<file path="src/rtl/seg_pkg.sv">
// Shared types and constants for the four-digit 7-segment scan driver.
package seg_pkg;

  localparam int NUM_DIGITS = 4;
  localparam int SEG_W      = 7;

  // One segment pattern, bit set = segment lit (internal polarity).
  typedef logic [SEG_W-1:0] seg_t;

  // BLANK keeps every digit dark at the start of a slot; SHOW drives digit idx.
  typedef enum logic {
    BLANK = 1'b0,
    SHOW  = 1'b1
  } scan_state_t;

endpackage

</file>
<file path="src/rtl/scan_prescaler.sv">
// Slot prescaler: counts 0..DIV-1 and flags the last cycle of every slot.
module scan_prescaler #(
  parameter  int DIV   = 50000,
  localparam int CNT_W = (DIV > 1) ? $clog2(DIV) : 1
) (
  input  logic             clk,
  input  logic             rst_n,
  output logic [CNT_W-1:0] cnt,
  output logic             slot_tick
);

  localparam logic [CNT_W-1:0] LAST = CNT_W'(DIV - 1);

  logic [CNT_W-1:0] r_cnt;

  // Free-running slot counter, wrapping after the last cycle of the slot.
  always_ff @(posedge clk or negedge rst_n) begin
    if (!rst_n) begin
      r_cnt <= '0;
    end else if (r_cnt == LAST) begin
      r_cnt <= '0;
    end else begin
      r_cnt <= r_cnt + 1'b1;
    end
  end

  assign cnt       = r_cnt;
  assign slot_tick = (r_cnt == LAST);

endmodule

</file>
<file path="src/rtl/seg_scan.sv">
// Four-digit multiplexed 7-segment driver with per-digit shadow registers
// and a blanking gap at the start of every digit slot.
module seg_scan
  import seg_pkg::*;
#(
  parameter int DIV            = 50000,
  parameter int BLANK_CYCLES   = 4,
  parameter bit SEG_ACTIVE_LOW = 1'b1,
  parameter bit AN_ACTIVE_LOW  = 1'b1
) (
  input  logic                  clk,
  input  logic                  rst_n,
  input  logic                  wr_en,
  input  logic [1:0]            wr_adr,
  input  seg_t                  data0,
  input  seg_t                  data1,
  input  seg_t                  data2,
  input  seg_t                  data3,
  output seg_t                  seg,
  output logic [NUM_DIGITS-1:0] an,
  output logic                  slot_tick
);

  localparam int CNT_W = (DIV > 1) ? $clog2(DIV) : 1;
  localparam logic [CNT_W-1:0] BLANK_END =
    CNT_W'((BLANK_CYCLES > 0) ? BLANK_CYCLES - 1 : 0);
  // Every slot opens in BLANK unless there is no blanking gap at all.
  localparam scan_state_t SLOT_START = (BLANK_CYCLES > 0) ? BLANK : SHOW;
  // XOR masks: the "all dark" value on each bus is exactly its mask.
  localparam seg_t SEG_MASK = SEG_ACTIVE_LOW ? '1 : '0;
  localparam logic [NUM_DIGITS-1:0] AN_MASK = AN_ACTIVE_LOW ? '1 : '0;

  logic [CNT_W-1:0]      w_cnt;
  logic                  w_slotTick;
  seg_t                  w_wrData;
  seg_t                  r_dig [NUM_DIGITS];
  logic [1:0]            r_idx;
  scan_state_t           r_state;
  scan_state_t           w_nextState;
  seg_t                  w_segLit;
  logic [NUM_DIGITS-1:0] w_anOn;
  seg_t                  r_seg;
  logic [NUM_DIGITS-1:0] r_an;

  scan_prescaler #(.DIV(DIV)) u_prescaler (
    .clk       (clk),
    .rst_n     (rst_n),
    .cnt       (w_cnt),
    .slot_tick (w_slotTick)
  );

  // Pick the demux output that belongs to the addressed digit.
  always_comb begin
    w_wrData = data0;
    case (wr_adr)
      2'd0:    w_wrData = data0;
      2'd1:    w_wrData = data1;
      2'd2:    w_wrData = data2;
      default: w_wrData = data3;
    endcase
  end

  // Shadow registers: only the addressed digit is overwritten on a strobe.
  always_ff @(posedge clk or negedge rst_n) begin
    if (!rst_n) begin
      for (int i = 0; i < NUM_DIGITS; i++) r_dig[i] <= '0;
    end else if (wr_en) begin
      r_dig[wr_adr] <= w_wrData;
    end
  end

  // Digit index steps once per slot and wraps naturally at 2 bits.
  always_ff @(posedge clk or negedge rst_n) begin
    if (!rst_n) begin
      r_idx <= 2'd0;
    end else if (w_slotTick) begin
      r_idx <= r_idx + 2'd1;
    end
  end

  // Scan state register.
  always_ff @(posedge clk or negedge rst_n) begin
    if (!rst_n) begin
      r_state <= SLOT_START;
    end else begin
      r_state <= w_nextState;
    end
  end

  // Next state: restart the slot on the tick, leave BLANK once the gap ends.
  always_comb begin
    w_nextState = r_state;
    if (w_slotTick) begin
      w_nextState = SLOT_START;
    end else if (r_state == BLANK && w_cnt == BLANK_END) begin
      w_nextState = SHOW;
    end
  end

  // Active-high view of what the buses should carry for the current cycle.
  always_comb begin
    w_segLit = '0;
    w_anOn   = '0;
    if (r_state == SHOW) begin
      w_segLit       = r_dig[r_idx];
      w_anOn[r_idx]  = 1'b1;
    end
  end

  // Output registers; board polarity is applied only here.
  always_ff @(posedge clk or negedge rst_n) begin
    if (!rst_n) begin
      r_seg <= SEG_MASK;
      r_an  <= AN_MASK;
    end else begin
      r_seg <= w_segLit ^ SEG_MASK;
      r_an  <= w_anOn ^ AN_MASK;
    end
  end

  assign seg       = r_seg;
  assign an        = r_an;
  assign slot_tick = w_slotTick;

endmodule

</file>
<file path="config.mk">
export PLATFORM = sky130hd
export DESIGN_NAME = seg_scan
export DESIGN_NICKNAME = d
export VERILOG_FILES = /design/src/rtl/seg_pkg.sv /design/src/rtl/scan_prescaler.sv /design/src/rtl/seg_scan.sv
export SDC_FILE = /design/constraint.sdc
export NUM_CORES = 1
export LEC_CHECK = 0
export CORE_UTILIZATION = 40
export CTS_BUF_LIST = sky130_fd_sc_hd__clkbuf_16
export DETAILED_ROUTE_END_ITERATION = 6
export SYNTH_ARGS = -nofsm -noshare
export SYNTH_HDL_FRONTEND = slang
export SYNTH_HIERARCHICAL = 1
export SYNTH_SLANG_ARGS = --single-unit
</file>
<file path="constraint.sdc">
create_clock -name clk -period 4.6 [get_ports clk]
set_clock_uncertainty 0.2 [all_clocks]
set_input_delay 0.92 -clock clk [delete_from_list [all_inputs] [get_ports clk]]
set_output_delay 0.92 -clock clk [all_outputs]
set_load 0.05 [all_outputs]
</file>
==> results of run 1 <==
layout make-up:
class / count / area [um^2] / area share [%]
clock inverters: 7 / 26.3 / 0.801
clock buffers: 9 / 225 / 6.86
multi-input cells: 111 / 1020 / 31.0
well taps: 75 / 93.8 / 2.86
inverters: 3 / 11.3 / 0.343
repair buffers: 45 / 443 / 13.5
flip-flops and latches: 58 / 1470 / 44.7
cells in the mapped netlist, types with 2 or more instances:
cell type | n | area, um^2
dfrtp_1 | 47 | 1180
mux2_2 | 28 | 315
nand2_1 | 16 | 60.1
dfstp_2 | 11 | 289
xor2_1 | 9 | 78.8
nor2_1 | 8 | 30.0
mux4_2 | 7 | 158
ha_1 | 5 | 62.6
and4_1 | 4 | 35.0
xnor2_1 | 4 | 35.0
inv_1 | 3 | 11.3
nand3_1 | 3 | 15.0
nand4_1 | 3 | 18.8
nor4_1 | 3 | 18.8
and2_1 | 2 | 12.5
buf_2 | 2 | 10.0
clkbuf_1 | 2 | 7.51
nand3b_2 | 2 | 22.5
nor4bb_1 | 2 | 20.0
power breakdown:
part	internal, mW	total [mW]	leakage [nW]	switching (mW)
Sequential	0.578	0.606	0.693	0.0281
Clock	0.349	0.553	0.141	0.204
Combinational	0.0977	0.182	0.596	0.0843
Total	1.02	1.34	1.43	0.317
sequential cells by signal (all words and copies together) (netlist names):
register / flops
seg: 7
r_state: 1
r_dig: 28
u_prescaler/cnt: 16
r_idx: 2
an: 4
per-stage QoR:
stage | cells | util (%) | hold WS [ps] | total power, mW
global placement | 292 | 50.6 | 277 | 0.789
finish | 308 | 54.8 | 301 | 1.34
floorplan | 177 | - | 195 | 0.717
CTS | 308 | 54.8 | 302 | 1.36
global route | 308 | 54.8 | 320 | 1.40
detailed placement | 292 | 50.6 | 291 | 0.798
how the worst max path moves through the flow:
stage	from	to	slack, ps	cells past startpoint
floorplan	u_prescaler/cnt[0]	slot_tick	2250	5
global placement	u_prescaler/cnt[0]	slot_tick	1230	4
detailed placement	u_prescaler/cnt[0]	slot_tick	1170	4
CTS	u_prescaler/cnt[0]	slot_tick	820	4
global route	u_prescaler/cnt[0]	slot_tick	670	4
finish	u_prescaler/cnt[0]	slot_tick	830	4
cell usage in the layout (no fill, tap or decap), types with 4 or more instances in the layout:
cell             netlist  routed
xor2_1                 9       9
nand2_1               16      16
clkbuf_16              0       9
and4_1                 4       4
mux2_2                28      28
ha_1                   5       5
inv_1                  3       8
xnor2_1                4       4
nor2_1                 8       8
dfrtp_1               47      47
dfstp_2               11      11
mux4_2                 7       7
clkdlybuf4s50_1        0      43
cells by family after synthesis:
logic type               after synthesis
flip-flops                            58
AND/OR/NAND/NOR                       53
multiplexers                          36
XOR/XNOR                              13
buffers and inverters                  8
adder cells (fa/ha/maj)                5
AO/OA/AOI/OAI                          4
metal layers:
metal	share of wire [%]	up-vias	global-route usage (%)
met3	5.2	8	6.52
met4	1.6	0	6.96
met2	51	51	28.2
met1	42	792	21.0
met5	0	-	0
li1	-	741	-
==> metrics.cfg, run 1 <==
[global_route]
grt.total_usage_pct=17.5
antenna_found_initial=0
grt-ovfl-total=0
grt_max_degree=59
grt_pass1_wl_um=8120
grt_pass1_vias=1678

[cells_and_area]
drive_gt1_share_pct=27.9
antenna_cells=0
nFillCells=510
areaGrowthSynthToFinish_pct=30.1
final_area_um2=3280
final_nets=266

[timing]
min_period_over_period_pct=81.9
slew_headroom_pct=51.8
hold_viol_final=0
fin_ws_ps=833
finalCriticalPeriod_ps=3770
max_freq_mhz=265
finalSetupViolCount=0
drv_slew=0
tns_ps=0
worst_pin_slew_ps=723
rsz0062_at_grt=no

[yosys]
synthAdderAreaFrac_pct=2.48
synth_top_family_by_area=multiplexers
syn_inst=177
synth_edf_count=0
synth_async_sr_flop_share_pct=100
synth.avg_cell_area_um2=14.2
ys_seq_area_share_pct=58.1
ys_ff_latch=58
synth_nets=215
synth-simple-area-share_pct=13.1
ys_types=35
synthesis.area_um2=2520
synth_xor_area_share_pct=4.52
synth_flop_cell=dfrtp_1
muxShareOfSynthArea_pct=19.2
ys.warnings.count=6
synth-compound-area-share_pct=1.09

[setup_path]
crit_chain=ha_1, and3_1, and4_1, clkdlybuf4s50_1
r2r_start=u_prescaler/cnt[0]
critPathTopFamily=buffers and inverters
path_buf_inv=1
slowest_stage=clkdlybuf4s50_1
slowest_delay_ps=900
rr_worst_depth=5
cp-end-kind=primary output
start_kind=flop
r2r_setup_slack_ps=2600
critPathRequiredTime_ps=3480
cp.arrival_ps=2650
crit_fanout=14
r2r-end=u_prescaler/cnt[9]
path_class=reg2out

[place]
gp_congestion=0.796
post_dp_cell_area_um2=3030
pre_cts_slack_ps=1170
portBuffers=44
hpwl_um=3530

[power]
ir_worst_vdd_v=0.000209
power.density_nw_per_um2=409
p_leak_nw=1.43

[floorplanning]
die_area_um2=6620
core-area_um2=5990
chipWidth_um=81.4
die_h_um=81.4
top_level_ports=45
rows=28
start_util_pct=42.1

[hold_path]
min_from=r_dig[7]
hold_class=reg2reg
hold-path-cell-count=1
worstHoldEndpoint=r_dig[7]

[flow_run]
maxCapViolCount=0

[drt]
drc=0
viasPerCell=5.17
wl_per_cell_um=16.3
detail-route-antenna-nets=0
routed_wl_um=5010
first_pass_iters=4
via_count=1592
drt_iter0_drc=94

[cts]
clockRootBuffer=clkbuf_16
hold_buffers=0
clk_latency_ps=320
cts_num_sinks=58
cts_setup_buffers=0
cts-resized-gates=0
cts_buffers=9
cts_max_path_buffers=2
clk_pin_slew_ps=50
cts_tree=done
h-tree-depth=3

[outcome]
status=finished, final reports clean

No activity file was read; power rests on OpenSTA's default activity.
==> run 2: changes to the inputs <==
==> constraint.sdc (replaced) <==
create_clock -name clk -period 3.55 [get_ports clk]
set_clock_uncertainty 0.2 [all_clocks]
set_input_delay 0.71 -clock clk [delete_from_list [all_inputs] [get_ports clk]]
set_output_delay 0.71 -clock clk [all_outputs]
set_load 0.05 [all_outputs]
==> run 2 against run 1 <==
Clock power is 47% higher. Register-to-register slack worse by 880 ps. Routed wire length is 2.9% lower. Final area is 1.5% higher. Flip-flop and latch count stayed put. Largest cell class unchanged.
==> metrics.cfg, run 2 (synthesis gave the netlist of run 1 again) <==
[outcome]
status=finished, final reports clean

[flow_run]
maxCapViolCount=0

[global_route]
met3_usage_pct=5.17
grt_util_met2_pct=27.3
antenna_found_initial=0
grt_busiest_layer=met2
grt_pass1_wl_um=8030
grt-ovfl-total=0
grt_max_degree=27
grt_pass1_vias=1646
grt_use_met1_pct=20.9
grt.total_usage_pct=17.4

[timing]
max_freq_mhz=318
hold_viol_final=0
tns_ps=0
fin_ws_ps=404
finalSetupViolCount=0
drv_slew=0
finalCriticalPeriod_ps=3150
rsz0062_at_grt=no
worst_pin_slew_ps=641
slew_headroom_pct=57.3
min_period_over_period_pct=88.6

[cts]
cts_max_path_buffers=2
clk_latency_ps=320
hold_buffers=0
cts_num_sinks=58
cts_tree=done
clockRootBuffer=clkbuf_16
cts_setup_buffers=0
cts-resized-gates=0
clk_pin_slew_ps=50
h-tree-depth=3
cts_buffers=9

[cells_and_area]
fin_cells=310
drive_gt1_share_pct=30.6
largest_register_ffs=28
final_nets=268
final_cell_mix=dfrtp_1 (47), clkdlybuf4s50_1 (43), mux2_2 (28)
layout.cells.most_common=dfrtp_1
regMostFlops=r_dig
areaGrowthSynthToFinish_pct=32.1
antenna_cells=0

[drt]
viasPerCell=5.08
via_count=1576
routed_wl_um=4860
wl_per_cell_um=15.7
drt_iter0_drc=74
drc=0
detail-route-antenna-nets=0
first_pass_iters=4

[setup_path]
rr_worst_depth=6
crit_fanout=6
r2r_start=u_prescaler/cnt[0]
path_class=reg2out
start_kind=flop
cp-end-kind=primary output
critPathRequiredTime_ps=2640
r2r-end=u_prescaler/cnt[9]
cp.arrival_ps=2240
r2r_setup_slack_ps=1720

[power]
p_leak_nw=1.44
p_total_mw=1.83
power.density_nw_per_um2=550
ir_worst_vdd_v=0.000311

[floorplanning]
top_level_ports=45
die_h_um=81.4
die_area_um2=6620
start_util_pct=42.1
rows=28
chipWidth_um=81.4
core-area_um2=5990

[place]
dp.cells=294
pre_cts_slack_ps=738
hpwl_um=3480
portBuffers=44
gp_congestion=0.812

[hold_path]
hold_class=in2async

## run 2: cell count changes in the layout (fill, tap and decap cells not counted)
cell / change
bufinv_16: +1
clkinv_2: +3
inv_1: -5
clkinvlp_4: +1
buf_4: +2
## run 2: metrics by stage
step	hold WS [ps]	instance area (um^2)	utilization (%)
finish	188	3330	55.6
global route	236	3330	55.6
CTS	207	3330	55.6
detailed placement	291	3040	50.8
global placement	273	3040	50.8
floorplan	195	2520	-
## run 2: routing by layer
layer	part of all wire, %	vias to the layer above
met2	48	39
met4	2.7	0
met3	4.4	14
met1	45	783
li1	-	740
met5	0	-
## run 2: power by group
group | total (mW) | internal, mW | switching [mW]
clock | 0.811 | 0.532 | 0.279
combinational | 0.235 | 0.127 | 0.108
sequential | 0.784 | 0.749 | 0.0351
## run 2: how the worst max path moves through the flow
stage                      to          startpoint  slack (ps)
floorplan           slot_tick  u_prescaler/cnt[0]        1410
global placement    slot_tick  u_prescaler/cnt[0]         780
detailed placement  slot_tick  u_prescaler/cnt[0]         740
CTS                 slot_tick  u_prescaler/cnt[0]         390
global route        slot_tick  u_prescaler/cnt[0]         270
finish              slot_tick  u_prescaler/cnt[0]         400
## run 2: worst max-delay path, cell delays in order (launching register included)
cell and delay [ps]:
dfrtp_1 400, ha_1 200, and3_1 280, and4_1 240, clkdlybuf4s50_1 810
## run 2: layout make-up
| cell class | instances | area (um^2) |
|---|---|---|
| sequential | 58 | 1470 |
| timing repair buffer | 47 | 458 |
| clock buffer | 9 | 225 |
| multi-input combinational | 111 | 1020 |
| tap | 75 | 93.8 |
| inverter | 3 | 11.3 |
| clock inverter | 7 | 60.1 |
| fill | 484 | 2660 |
